===== src/rtl/nested_loop_counter.sv =====
// nested_loop_counter: LEVELS nested loop indices, innermost advances on adv,
// outer levels advance on carry; one-shot or continuous passes with abort.
module nested_loop_counter #(
   parameter int LEVELS    = 3,
   parameter int CNT_WIDTH = 8
) (
   input  logic                          clk,
   input  logic                          rst,
   input  logic [LEVELS*CNT_WIDTH-1:0]   cfg_max,
   input  logic                          cfg_loop,
   input  logic                          start,
   input  logic                          abort,
   input  logic                          adv,
   output logic                          busy,
   output logic [LEVELS*CNT_WIDTH-1:0]   cnt,
   output logic [LEVELS-1:0]             at_max,
   output logic [LEVELS-1:0]             wrap,
   output logic                          last,
   output logic                          done
);

   typedef enum logic {IDLE, RUN} state_t;

   state_t               state;
   logic [CNT_WIDTH-1:0] max_q [LEVELS];
   logic [CNT_WIDTH-1:0] cnt_q [LEVELS];
   logic                 loop_q;
   logic                 done_q;
   logic [LEVELS-1:0]    inc;

   assign busy = (state == RUN);
   assign last = wrap[LEVELS-1];
   assign done = done_q;

   // inc[k]: level k steps this cycle; carry ripples through levels at max
   for (genvar k = 0; k < LEVELS; k++) begin : g_lvl
      assign cnt[k*CNT_WIDTH +: CNT_WIDTH] = cnt_q[k];
      assign at_max[k] = (cnt_q[k] == max_q[k]);
      if (k == 0) begin : g_in
         assign inc[k] = busy & adv;
      end else begin : g_out
         assign inc[k] = inc[k-1] & at_max[k-1];
      end
      assign wrap[k] = inc[k] & at_max[k];
   end

   always_ff @(posedge clk or posedge rst) begin
      if (rst) begin
         state  <= IDLE;
         loop_q <= 1'b0;
         done_q <= 1'b0;
         for (int k = 0; k < LEVELS; k++) begin
            max_q[k] <= '0;
            cnt_q[k] <= '0;
         end
      end else if (abort) begin
         state  <= IDLE;
         done_q <= 1'b0;
         for (int k = 0; k < LEVELS; k++) begin
            cnt_q[k] <= '0;
         end
      end else begin
         unique case (state)
            IDLE: begin
               done_q <= 1'b0;
               if (start) begin
                  loop_q <= cfg_loop;
                  state  <= RUN;
                  for (int k = 0; k < LEVELS; k++) begin
                     max_q[k] <= cfg_max[k*CNT_WIDTH +: CNT_WIDTH];
                     cnt_q[k] <= '0;
                  end
               end
            end
            RUN: begin
               done_q <= last;
               for (int k = 0; k < LEVELS; k++) begin
                  if (inc[k]) begin
                     cnt_q[k] <= at_max[k] ? '0
                                           : cnt_q[k] + CNT_WIDTH'(1);
                  end
               end
               if (last && !loop_q) begin
                  state <= IDLE;
               end
            end
         endcase
      end
   end

endmodule


===== config.mk =====
export PLATFORM = sky130hd
export DESIGN_NAME = nested_loop_counter
export DESIGN_NICKNAME = d
export VERILOG_FILES = /design/src/rtl/nested_loop_counter.sv
export SDC_FILE = /design/constraint.sdc
export NUM_CORES = 1
export LEC_CHECK = 0
export CORE_MARGIN = 4
export CORE_UTILIZATION = 50
export DETAILED_ROUTE_END_ITERATION = 8
export PLACE_DENSITY = 0.8
export SYNTH_ARGS = -nofsm -noshare
export SYNTH_HDL_FRONTEND = slang
export SYNTH_SLANG_ARGS = --single-unit

===== constraint.sdc =====
create_clock -name clk -period 2.44 [get_ports clk]
set_input_delay 0.244 -clock clk [delete_from_list [all_inputs] [get_ports clk]]
set_output_delay 0.244 -clock clk [all_outputs]
set_load 0.005 [all_outputs]

==> results of run 1 <==
[power by group through the flow]
stage / clock network (mW) / registers [mW] / logic, mW
after detailed placement: 0 / 1.03 / 0.363
final: 0.489 / 1.01 / 0.420
after floorplan: 0 / 1.01 / 0.247
after global placement: 0 / 1.02 / 0.352
after global routing: 0.536 / 1.02 / 0.458
after CTS: 0.504 / 1.01 / 0.411
[critical path, cell delays in order (launching register included)]
cell and delay [ps]:
dfrtp_1 420, xor2_1 190, nor4_4 300, buf_4 180, and2_2 210, clkdlybuf4s50_1 530
[final cells by class]
class,instances,share of cell area (%)
Multi-Input combinational cell,173,36.40
Timing Repair Buffer,92,23.41
Clock inverter,1,0.1353
Clock buffer,6,2.233
Sequential cell,51,34.64
Tap cell,70,2.368
Inverter,8,0.8119
[what timing repair did]
action / CTS / global route
setup endpoints to repair: 4 / 7
cloned: 0 / 0
resized for setup: 9 / 8
hold endpoints to repair: 0 / 0
pin swaps: 4 / 7
setup buffers: 17 / 3
[registers in the layout (all words and copies together) (netlist names)]
| signal | flops |
|---|---|
| busy | 1 |
| cnt | 24 |
| loop_q | 1 |
| max_q | 24 |
| done | 1 |
[final timing paths]
check / startpoint / endpoint / slack (ps)
min in group clk: max_q[22] / max_q[22] / 530
setup reg to reg: max_q[15] / cnt[16] / 120
hold / removal: rst / max_q[20] / 290
hold reg to reg: max_q[22] / max_q[22] / 530
max in group asynchronous: rst / cnt[10] / 1590
setup / recovery: cnt[7] / at_max[0] / 70
[through the flow]
stage | hold WS [ps] | instances | setup TNS, ps
floorplan | 395.7 | 245 | 0
finish | 293.2 | 401 | 0
CTS | 309.5 | 399 | -4.195
global placement | 495.5 | 375 | 0
detailed placement | 520.0 | 375 | 0
global route | 334.3 | 401 | -9.317
[layer usage]
metal  up-vias  share of wire, %
met5         -                 0
met4         0               1.2
met3         6               4.8
met2        61                50
met1      1074                44
li1       1060                 -
[placed cells by master (no fill, tap or decap), types with 7 or more instances in the layout]
cell,netlist,routed
xor2_1,9,9
nand4_1,8,8
clkdlybuf4s50_1,0,59
inv_1,8,7
nor2_1,8,8
o31ai_1,8,8
mux2_2,25,25
a21oi_1,9,9
buf_4,1,29
xnor2_1,19,16
dfrtp_1,51,47
nand2_1,14,14
[cell families (layout without fill, tap and decap cells)]
kind of cell	Yosys count	in the layout	synth area share, %
AND/OR/NAND/NOR	79	79	16.94
flip-flops	51	51	48.14
AO/OA/AOI/OAI	37	37	9.722
XOR/XNOR	28	28	9.250
multiplexers	26	26	11.00
buffers and inverters	21	107	3.539
adder cells (fa/ha/maj)	3	3	1.416
==> results.cfg, run 1 <==
[synthesis]
syn_avg_cell_area_sq_um = 10.82
yosysTopAreaCell = dfrtp_1
synth_cells = 245
synthMostInstantiatedCell = dfrtp_1
synth_nets = 278
synth-edff-count = 0
yosys-top-cells-area = dfrtp_1 (48%), mux2_2 (11%), xnor2_1 (6.3%)
synth.cell_area_sq_um = 2651
synth_common_cells = dfrtp_1 (51), mux2_2 (25), xnor2_1 (19), nand2_1 (14)
ys.warnings.count = 0
synth-async-reset-ratio_pct = 100.0
synth_top_area_share_pct = 48.14
synth.distinct_cells = 39
seq_area_frac_synth_pct = 48.14
synth-seq-cells = 51
synthFlopType = dfrtp_1

[sta]
hold_violations = 0
tightest_slew_ps = 558.1
fmax_ghz = 0.4213
drv_slew = 0
finalClockSkew_ps = 5.064
fin_crit_sh_pct = 97.28
max_slew_margin_pct = 62.73
setup_viol = 0
layout_setup_ws_ps = 66.26
period_minus_slack_ps = 2374

[finish]
n_fill_cell = 396
postLayoutCellArea_sq_um = 3699
final_core_util_pct = 71.96
seqCellArea_sq_um = 1281
layout-drive-gt1-share_pct = 24.77
multiInputGateArea_sq_um = 1346
nets = 364
antenna_cells = 0
area_growth_pct = 39.50

[grt]
met3_usage_pct = 4.767
grt_usage_pct = 20.42
grt_pass1_wl_mm = 10.29
busiest_layer = met2
antenna_found_initial = 0
grtUsageMet2_pct = 34.65
grt_pass1_vias = 2120
grtUsageMet1_pct = 25.93
grt_max_degree = 29
grt_overflow = 0

[flow_run]
maxCapViolations = 0

[power]
power_frac_clock_pct = 25.5
p_leak_nw = 1.577
switching_share_pct = 26.78
finalPower_mw = 1.919
power.density_nw_per_um2 = 518.9
switchingPower_mw = 0.5141
sequentialPowerShare_pct = 52.6
max-vdd-ir-drop_mv = 0.3623
p_int_mw = 1.405
p_comb_share_pct = 21.9

[detailed_routing]
wl_per_cell_um = 16.12
ant_nets = 0
vias_per_cell = 5.489
dr.pass1.iters = 4
vias = 2201
drt_iter0_markers = 95
wl_mm = 6.464
post-route-drc-count = 0

[setup_path]
crit_path_start_kind = flop
crit_arrival_ps = 2130
crit_required_ps = 2200
crit_path_max_fanout = 5
end_kind = output port
crit_type = reg2out
reg2regPathDepth = 12

[placement]
dpl-instance-area_sq_um = 3398
portBuffers = 62
place.gp.congestion = 0.8095
dp_hpwl_mm = 4.594
post-place-ws_ps = 131.6

[floorplanning]
core_sq_um = 5140
die_w_um = 80.82
start_util_pct = 51.58
num_io_pins = 63
dieArea_sq_um = 6532
rows = 26
die_h_um = 80.82

[clock_tree]
hold_buffers = 0
clk_path_buf_depth = 2
cts-root-buf = clkbuf_8
clkLatencyLatePin_ps = 300
clk_pin_slew_ps = 90
cts_sinks = 51
cts_tree = done
cts_buffers = 5
cts_max_level = 2

[outcome]
status = finished, final reports clean

[hold_path]
hold_class = in2async
Note: power is estimated with default switching activity, not from simulation.
==> run 2, diff against run 1 <==
Settings changed: CORE_ASPECT_RATIO set to 0.5, HOLD_SLACK_MARGIN set to 0.08.
==> run 2 against run 1 <==
Against the previous run: die area up 1.1%; setup slack better by 42 ps; power up 4.1%; largest cell class unchanged.
==> results.cfg, run 2 (synthesized netlist as in run 1, its figures left out) <==
[outcome]
status = finished, final reports clean

[setup_path]
cp_top_family = buffers and inverters
worstPathBufferInverterCount = 2
crit_required_ps = 2200
crit_type = reg2out
slowest_delay_ps = 490
crit_chain = xor2_1 > nor4_4 > buf_4 > and2_4 > clkdlybuf4s50_1
crit_arrival_ps = 2090
end_kind = output port
r2r_slack_ps = 190
reg2regPathDepth = 7
slowest_stage = clkdlybuf4s50_1
crit_path_start_kind = flop
crit_path_max_fanout = 5
r2r_start = cnt[6]
rr_endpoint = cnt[11]

[hold_path]
hold_class = in2async

[floorplanning]
num_io_pins = 63
dieArea_sq_um = 6602
die_w_um = 111.0
rows = 18
die_h_um = 59.49
start_util_pct = 52.79
core_sq_um = 5022

[sta]
finalClockSkew_ps = 8.394
fin_crit_sh_pct = 95.57
hold_violations = 0
fmax_ghz = 0.4288
setup_viol = 0
period_minus_slack_ps = 2332
tns_ps = 0
drv_slew = 0
max_slew_margin_pct = 52.46
tightest_slew_ps = 713.1

[clock_tree]
clk_pin_slew_ps = 90
cts_sinks = 51
clk_path_buf_depth = 2
cts_tree = done
cts-root-buf = clkbuf_8
cts_max_level = 2
cts_buffers = 5
clkLatencyLatePin_ps = 300

[grt]
grt_usage_pct = 20.15
grt_pass1_vias = 2118
grt_pass1_wl_mm = 10.61
antenna_found_initial = 0
grt_max_degree = 27
grt_overflow = 0

[power]
p_leak_nw = 1.558
power.density_nw_per_um2 = 549.6
max-vdd-ir-drop_mv = 0.3295

[detailed_routing]
post-route-drc-count = 0
dr.pass1.iters = 5
vias = 2164
drt_iter0_markers = 84
vias_per_cell = 5.492
ant_nets = 0
wl_per_cell_um = 16.37
wl_mm = 6.448

[placement]
place.gp.congestion = 0.9237
dp_hpwl_mm = 4.818
numPlacedInstances = 378
dpl-instance-area_sq_um = 3421
portBuffers = 62

[flow_run]
maxCapViolations = 0

[finish]
final_cells = 394
final_common_cell = clkdlybuf4s50_1
antenna_cells = 0
nets = 356
n_fill_cell = 345
final_cell_mix = clkdlybuf4s50_1 (58), dfrtp_1 (49), mux2_2 (25)
postLayoutCellArea_sq_um = 3637
area_growth_pct = 37.19
layout-drive-gt1-share_pct = 21.60
final_core_util_pct = 72.42
-- run 2: area by class of cell --
class / instances / area [sq um] / share of cell area [%]
timing repair buffer: 84 / 808.3 / 22.22
inverter: 8 / 30.03 / 0.8256
sequential: 51 / 1279 / 35.16
tap: 70 / 87.58 / 2.408
clock buffer: 6 / 82.58 / 2.270
clock inverter: 2 / 35.03 / 0.9632
multi-input combinational: 173 / 1315 / 36.15
-- run 2: how the worst max path moves through the flow --
stage                     slack, ps  cells after the start         to     from
after floorplan                 520                      6    cnt[11]   cnt[3]
after global placement          200                      5       last   cnt[3]
after detailed placement        140                      5    wrap[2]   cnt[4]
after CTS                        -1                      5    wrap[2]   cnt[6]
after global routing             -3                      5  at_max[2]  cnt[22]
final                           110                      5  at_max[0]   cnt[6]
-- run 2: timing repair --
item                       CTS  global route
gates resized for setup      4             8
setup endpoints to repair    3             5
hold endpoints to repair     0             0
buffers inserted             5             3
hold buffers                 0             0
pin swaps                    3             3
-- run 2: layer usage --
layer	track usage, %	wire, um	up-vias
li1	-	-	1041
met3	4.893	440	5
met2	33.19	2986	82
met5	0	0	-
met4	2.105	34	0
met1	28.41	2987	1036
-- run 2: per-stage QoR --
stage	setup WS (ps)	power, mW	hold WS [ps]
floorplan	524.2	1.255	395.7
global placement	204.2	1.378	492.0
detailed placement	139.2	1.394	499.8
CTS	-1.216	2.009	347.0
global route	-3.015	2.102	359.3
finish	108.0	1.999	313.7
-- run 2: power by group --
group	leakage, nW	internal [mW]	switching (mW)
Combinational	0.844	0.219	0.167
Sequential	0.652	0.940	0.0693
Clock	0.0612	0.332	0.272
Total	1.56	1.49	0.508
==> run 3, diff against run 2 <==
Settings changed: SETUP_SLACK_MARGIN set to 0.1.
==> run 3 against run 2 <==
Against the previous run: die area is the same; sequential share of layout area shrank 0.44 points; cell count grew 1.5%; non-clock buffer count grew 6; combinational power grew 3%; critical path type unchanged; highest routed layer unchanged.
==> results.cfg, run 3 (synthesized netlist as in run 1, its figures left out) <==
[outcome]
status = finished, final reports clean

[clock_tree]
cts_max_level = 2
cts-root-buf = clkbuf_8
clkLatencyLatePin_ps = 300
cts_buffers = 5
clk_pin_slew_ps = 90
cts_sinks = 51
cts_tree = done
clk_path_buf_depth = 2

[power]
finalPower_mw = 2.013
power.density_nw_per_um2 = 544.0
max-vdd-ir-drop_mv = 0.3405
p_leak_nw = 1.591

[detailed_routing]
wl_met1_mm = 3.085
wl_met2_mm = 3.079
wl_mm = 6.537
vias_per_cell = 5.458
dr_wl_met3_um = 348
topRoutingLayerUsed = met4
post-route-drc-count = 0
drt_iter0_markers = 117
vias = 2183
ant_nets = 0
dr.pass1.iters = 4
wl_per_cell_um = 16.34

[floorplanning]
dieArea_sq_um = 6602
start_util_pct = 52.79
rows = 18
core_sq_um = 5022
num_io_pins = 63
die_w_um = 111.0
die_h_um = 59.49

[finish]
antenna_cells = 0
multiInputGateArea_sq_um = 1328
n_fill_cell = 332
final_cells = 400
seqCellArea_sq_um = 1285
final_cell_mix = clkdlybuf4s50_1 (58), dfrtp_1 (44), buf_4 (27)
nets = 362
layout-drive-gt1-share_pct = 24.85
area_growth_pct = 39.59
final_common_cell = clkdlybuf4s50_1

[sta]
fin_crit_sh_pct = 97.19
hold_violations = 0
rsz0062_at_grt = yes
max_slew_margin_pct = 51.78
setup_viol = 0
drv_slew = 0
fmax_ghz = 0.4217
tightest_slew_ps = 723.4
finalClockSkew_ps = 10.33
tns_ps = 0
period_minus_slack_ps = 2371

[grt]
grt_pass1_wl_mm = 10.72
grt_pass1_vias = 2132
grt_max_degree = 27
antenna_found_initial = 0
grt_overflow = 0
grt_usage_pct = 20.37

[setup_path]
crit_path_start_kind = flop
end_kind = output port
crit_path_max_fanout = 3
crit_type = reg2out
crit_required_ps = 2200
crit_arrival_ps = 2130

[hold_path]
hold_class = in2async

[flow_run]
maxCapViolations = 0

[placement]
portBuffers = 62
place.gp.congestion = 0.9237
numPlacedInstances = 378
dp_hpwl_mm = 4.818
run 3: path summary, 6_finish.rpt:
check,end,depth (start not counted),slack (ps),start
setup / recovery,at_max[0],5,70,cnt[7]
hold / removal,max_q[3],2,310,rst
setup reg to reg,cnt[11],8,120,max_q[20]
hold reg to reg,loop_q,1,530,loop_q
max in group asynchronous,cnt[13],3,1570,rst
min in group clk,loop_q,1,530,loop_q
run 3: power by group:
group	leakage, nW	switching [mW]	internal [mW]
combinational	0.886	0.169	0.228
sequential	0.644	0.0711	0.940
clock	0.0612	0.273	0.332
total	1.59	0.514	1.50
run 3: worst max-delay path, stage by stage (launching register included):
cell             delay, ps
dfrtp_1                420
xor2_1                 190
nor4_2                 360
buf_4                  190
and2_1                 170
clkdlybuf4s50_1        510
run 3: per-layer routing:
| metal | vias up | global-route usage (%) |
|---|---|---|
| met5 | - | 0 |
| met4 | 0 | 2.105 |
| met3 | 2 | 4.893 |
| met2 | 56 | 33.88 |
| met1 | 1075 | 28.54 |
| li1 | 1050 | - |
run 3: cell type report:
type,count,area share [%]
multi-input cells,173,35.87
flip-flops and latches,51,34.72
repair buffers,90,23.06
well taps,70,2.366
clock buffers,6,2.231
clock inverters,2,0.9466
inverters,8,0.8114
run 3: repair_timing:
action / 4_1_cts / 5_1_grt
hold buffers: 0 / 0
setup endpoints to repair: 6 / 18
gates resized for setup: 5 / 13
pin swaps: 3 / 4
buffers inserted: 7 / 7
run 3: stage by stage:
stage	setup WS [ps]	utilization, %	cell area, sq um	hold slack, ps
after floorplan	524.2	-	2651	395.7
after global placement	204.2	68.11	3421	492.0
after detailed placement	139.2	68.11	3421	499.8
after CTS	-1.044	71.90	3611	347.0
after global routing	-25.04	73.69	3701	358.0
final	68.62	73.69	3701	313.1
